--- src/rtl/poly_decode_ctrl.sv ---
// Unpacks an LSB-first byte stream into NUM_COEFFS coefficients of ELL bits each.
// Optional DECODE_MODQ_CHECK_EN adds a sticky err flag for 12-bit coefficients >= 3329.
module poly_decode_ctrl #(
    parameter int unsigned ELL        = 12,
    parameter int unsigned NUM_COEFFS = 256
) (
    input  logic           clk,
    input  logic           rst_n,
    input  logic           start,
    input  logic [7:0]     in_byte,
    input  logic           in_valid,
    output logic           in_ready,
    output logic [ELL-1:0] coeff,
    output logic [7:0]     coeff_idx,
    output logic           coeff_valid,
    input  logic           coeff_ready,
    output logic           busy,
    output logic           done,
    output logic           err
);

    localparam int unsigned BUF_W       = 19;
    localparam int unsigned CNT_W       = 5;
    localparam int unsigned IDX_W       = 8;
    localparam int unsigned TOTAL_BYTES = NUM_COEFFS * ELL / 8;
    localparam int unsigned BYTE_W      = $clog2(TOTAL_BYTES + 1);
    localparam logic [IDX_W-1:0] LAST_IDX = IDX_W'(NUM_COEFFS - 1);

    typedef enum logic [1:0] {
        S_IDLE = 2'd0,
        S_RUN  = 2'd1,
        S_DONE = 2'd2
    } state_e;

    state_e             state_q, state_d;
    logic [BUF_W-1:0]   buf_q, buf_d;
    logic [CNT_W-1:0]   cnt_q, cnt_d;
    logic [BYTE_W-1:0]  bytes_q, bytes_d;
    logic [IDX_W-1:0]   idx_q, idx_d;
    logic               in_ready_q, in_ready_d;
    logic               coeff_valid_q, coeff_valid_d;
    logic [ELL-1:0]     coeff_q, coeff_d;
    logic               busy_q, busy_d;
    logic               done_q, done_d;
    logic               byte_acc;
    logic               coeff_hs;

    // Next-state, datapath and next-output computation.
    always_comb begin
        state_d  = state_q;
        buf_d    = buf_q;
        cnt_d    = cnt_q;
        bytes_d  = bytes_q;
        idx_d    = idx_q;
        byte_acc = in_valid & in_ready_q;
        coeff_hs = coeff_valid_q & coeff_ready;

        case (state_q)
            S_IDLE: begin
                if (start) begin
                    state_d = S_RUN;
                    buf_d   = '0;
                    cnt_d   = '0;
                    bytes_d = '0;
                    idx_d   = '0;
                end
            end
            S_RUN: begin
                // Accept and emit are mutually exclusive since ready/valid never overlap.
                if (byte_acc) begin
                    buf_d   = buf_q | (BUF_W'(in_byte) << cnt_q);
                    cnt_d   = cnt_q + CNT_W'(8);
                    bytes_d = bytes_q + BYTE_W'(1);
                end else if (coeff_hs) begin
                    buf_d = buf_q >> ELL;
                    cnt_d = cnt_q - CNT_W'(ELL);
                    idx_d = idx_q + IDX_W'(1);
                    if (idx_q == LAST_IDX) begin
                        state_d = S_DONE;
                    end
                end
            end
            S_DONE: begin
                state_d = S_IDLE;
            end
            default: begin
                state_d = S_IDLE;
            end
        endcase

        // Outputs are registered from the next-state view so they align with the state.
        busy_d        = (state_d == S_RUN);
        done_d        = (state_d == S_DONE);
        in_ready_d    = (state_d == S_RUN) && (cnt_d < CNT_W'(ELL))
                        && (bytes_d < BYTE_W'(TOTAL_BYTES));
        coeff_valid_d = (state_d == S_RUN) && (cnt_d >= CNT_W'(ELL));
        coeff_d       = buf_d[ELL-1:0];
    end

    always_ff @(posedge clk or negedge rst_n) begin
        if (!rst_n) begin
            state_q       <= S_IDLE;
            buf_q         <= '0;
            cnt_q         <= '0;
            bytes_q       <= '0;
            idx_q         <= '0;
            in_ready_q    <= 1'b0;
            coeff_valid_q <= 1'b0;
            coeff_q       <= '0;
            busy_q        <= 1'b0;
            done_q        <= 1'b0;
        end else begin
            state_q       <= state_d;
            buf_q         <= buf_d;
            cnt_q         <= cnt_d;
            bytes_q       <= bytes_d;
            idx_q         <= idx_d;
            in_ready_q    <= in_ready_d;
            coeff_valid_q <= coeff_valid_d;
            coeff_q       <= coeff_d;
            busy_q        <= busy_d;
            done_q        <= done_d;
        end
    end

    assign in_ready    = in_ready_q;
    assign coeff_valid = coeff_valid_q;
    assign coeff       = coeff_q;
    assign coeff_idx   = idx_q;
    assign busy        = busy_q;
    assign done        = done_q;

`ifdef DECODE_MODQ_CHECK_EN
    localparam int unsigned MODQ = 3329;

    logic err_q, err_d;

    // Sticky range flag: cleared on start, set by any out-of-range handshaken coefficient.
    always_comb begin
        err_d = err_q;
        if (state_q == S_IDLE && start) begin
            err_d = 1'b0;
        end else if (state_q == S_RUN && coeff_hs && ELL == 12
                     && 32'(coeff_q) >= 32'(MODQ)) begin
            err_d = 1'b1;
        end
    end

    always_ff @(posedge clk or negedge rst_n) begin
        if (!rst_n) begin
            err_q <= 1'b0;
        end else begin
            err_q <= err_d;
        end
    end

    assign err = err_q;
`else
    assign err = 1'b0;
`endif

endmodule
--- config.mk ---
export PLATFORM = sky130hd
export DESIGN_NAME = poly_decode_ctrl
export DESIGN_NICKNAME = d
export VERILOG_FILES = /design/src/rtl/poly_decode_ctrl.sv
export SDC_FILE = /design/constraint.sdc
export NUM_CORES = 1
export LEC_CHECK = 0
export BUFFER_PORTS_ARGS = -buffer_cell sky130_fd_sc_hd__buf_2
export CORE_UTILIZATION = 40
export CTS_BUF_LIST = sky130_fd_sc_hd__clkbuf_16
export CTS_CLUSTER_SIZE = 14
export DETAILED_ROUTE_END_ITERATION = 16
export SLEW_MARGIN = 20
export SYNTH_ARGS = -nofsm -noshare
export SYNTH_HDL_FRONTEND = slang
export SYNTH_SLANG_ARGS = --single-unit
export TNS_END_PERCENT = 10
--- constraint.sdc ---
create_clock -name clk -period 2.1 [get_ports clk]
set_input_delay 0.21 -clock clk [delete_from_list [all_inputs] [get_ports clk]]
set_output_delay 0.21 -clock clk [all_outputs]
set_load 0.01 [all_outputs]
==> impl_metrics.json <==
{
  "fillCellCount": 642,
  "seq_power_share_pct": 39.0,
  "regToRegStartpoint": "state_q[0]",
  "postRouteAntennaNets": 0,
  "routedWlPerCell_um": 15.3,
  "antenna_found_initial": 0,
  "crit_type": "register to register",
  "irDropWorstVdd_mv": 0.529,
  "synth_ff_type": "dfrtp_1",
  "status": "complete, but fails checks",
  "comb_power_share_pct": 39.4,
  "die_width_um": 84.8,
  "critPathLaunchType": "register",
  "period_share_pct": 88.9,
  "synth_edf_count": 0,
  "timing.setup.tns_ps": 0,
  "clk_latency_ps": 280,
  "initial_core_util_pct": 42.2,
  "worstPathMaxFanout": 10,
  "io_buffers": 36,
  "area_delta_synth_final_pct": 12.6,
  "grt_first_pass_wirelength_um": 10400,
  "coreArea_sq_um": 6490,
  "dpl.hpwl_um": 4550,
  "maxCapViolations": 0,
  "yosysSeqAreaShare_pct": 42.9,
  "h-tree-depth": 2,
  "cts_tree": "built",
  "drt_iter0_drc": 150,
  "ys_types": 55,
  "failed_checks": "DRC, hold timing",
  "die_h_um": 84.8,
  "gp_congestion": 0.843,
  "nNetsFinal": 339,
  "cts_inserted_buffers": 5,
  "final_common_cell": "dfrtp_1",
  "holdWs_ps": -2.56,
  "p_switching_w": 0.00135,
  "ios": 38,
  "dpl_worst_slack_ps": 156,
  "grt_overflow": 0,
  "p_leak_nw": 1.38,
  "slew_violations": 0,
  "netlist_instances": 294,
  "clock.fmax_mhz": 536,
  "hold_class": "input port to async pin",
  "synthArstFlopShare_pct": 100,
  "power_density_nw_per_um2": 1160,
  "setup_viol": 0,
  "synth_top_area_share_pct": 42.9,
  "finalHoldViolations": 2,
  "postLayoutSetupSlackWorst_ps": 233,
  "dieArea_sq_um": 7190,
  "diodes": 0,
  "ys_top_cells_by_area": "dfrtp_1 43%, mux2i_1 5.1%, nand2_1 4.7%",
  "slew-limit-headroom_pct": 59.0,
  "worstPathArrival_ps": 2090,
  "crit_path_end_kind": "register",
  "grt_max_degree": 48,
  "swShare_pct": 37.8,
  "synth_warnings": 0,
  "groute.usage.overall_pct": 18.6,
  "grt_pass1_vias": 2129,
  "rsz0062_at_grt": "no",
  "final_cell_mix": "47 x dfrtp_1, 36 x buf_2, 34 x nand2_1",
  "yosys.area.top_type": "dfrtp_1",
  "root_buffer": "clkbuf_16",
  "ys_seq_elements": 47,
  "rrSetupSlack_ps": 230,
  "routed-via-count": 2234,
  "clock_sinks": 47,
  "syn-cell-area_sq_um": 2740,
  "rows": 29,
  "p_clk_share_pct": 21.6,
  "intPower_w": 0.00222,
  "tightest_slew_ps": 615,
  "first_pass_iters": 12,
  "via_per_inst": 5.57,
  "drc": 4,
  "skew_ps": 3.72,
  "syn-num-nets": 310,
  "crit_start": "state_q[0]",
  "cts_buffer_depth": 2,
  "critPathRequiredTime_ps": 2330,
  "clkTransAtPathRegs_ps": 60,
  "avgSynthCellArea_sq_um": 9.32,
  "finalWirelength_um": 6120,
  "layout_min_cycle_time_ps": 1870,
  "final_layout_size_suffix_gt1_share_pct": 22.5,
  "cts_setup_buffers": 0
}
==> per-stage QoR <==
| step | util (%) | instances | power [W] | cell area (sq um) |
|---|---|---|---|---|
| after global routing | 47.5 | 401 | 0.00384 | 3090 |
| after CTS | 47.5 | 401 | 0.00361 | 3080 |
| after floorplan | - | 294 | 0.00249 | 2740 |
| final | 47.5 | 401 | 0.00356 | 3090 |
| after global placement | 45.2 | 393 | 0.00281 | 2940 |
| after detailed placement | 45.2 | 393 | 0.00282 | 2940 |
==> cell families after synthesis <==
family	Yosys count	share of synthesized area, %
flip-flops	47	42.9
AO/OA/AOI/OAI	71	18.2
adder cells (fa/ha/maj)	3	1.37
multiplexers	20	7.67
other	1	0.137
AND/OR/NAND/NOR	112	20.5
XOR/XNOR	5	1.60
buffers and inverters	35	7.67
==> Yosys cell counts (4+ instances only) <==
cell,number
dfrtp_1,47
nand2_1,34
nor2_1,24
mux2i_1,14
o21ai_0,14
buf_4,13
a21oi_1,12
nor3_1,10
o31a_1,9
inv_1,7
buf_2,6
clkbuf_1,6
nand4_1,6
o21a_1,6
mux2_2,5
nand2b_1,5
and2_1,4
and3_1,4
nand3_1,4
or3_1,4
==> layer usage <==
layer / vias up / global-route usage [%] / routed length, um
li1: 1112 / - / -
met1: 1065 / 25.5 / 2960
met2: 51 / 29.7 / 2890
met3: 6 / 3.64 / 207
met4: 0 / 5.86 / 61
met5: - / 0 / 0
==> sequential cells by signal, summed over array words and instances (netlist names) <==
| signal | flops |
|---|---|
| busy | 1 |
| coeff_valid | 1 |
| coeff_idx | 8 |
| in_ready | 1 |
| state_q | 2 |
| buf_q | 19 |
| cnt_q | 5 |
| bytes_q | 9 |
| done | 1 |
==> worst paths after layout <==
kind / end / depth (start not counted)
worst max-delay path: buf_q[13] / 5
worst min-delay path: buf_q[9] / 2
worst max register to register: buf_q[13] / 5
worst min register to register: buf_q[11] / 1
max in group asynchronous: bytes_q[6] / 2
min in group clk: buf_q[14] / 4
==> what timing repair did <==
item                       CTS  global route
resized for setup            0             1
hold buffers                 0             0
setup endpoints to repair    0             1
==> layout make-up <==
cell class / count / area [sq um] / share of cell area [%]
Tap cell: 77 / 96.3 / 3.12
Sequential cell: 47 / 1180 / 38.1
Multi-Input combinational cell: 212 / 1360 / 44.0
Inverter: 7 / 26.3 / 0.852
Clock inverter: 3 / 20.0 / 0.649
Timing Repair Buffer: 50 / 285 / 9.25
Clock buffer: 5 / 125 / 4.06
==> critical path: stages (launching register included) <==
cell     delay [ps]
dfrtp_1         460
or3b_4          500
o21ai_2         130
nand2_2         170
o32ai_1         400
o21a_1          150
==> power by group through the flow <==
stage	logic (W)	registers, W	clock network (W)
after global routing	0.00158	0.00143	0.000831
after global placement	0.00140	0.00141	0
after detailed placement	0.00142	0.00140	0
after CTS	0.00142	0.00139	0.000796
final	0.00140	0.00139	0.000770
after floorplan	0.00111	0.00138	0
No activity file was read; power rests on OpenSTA's default activity.
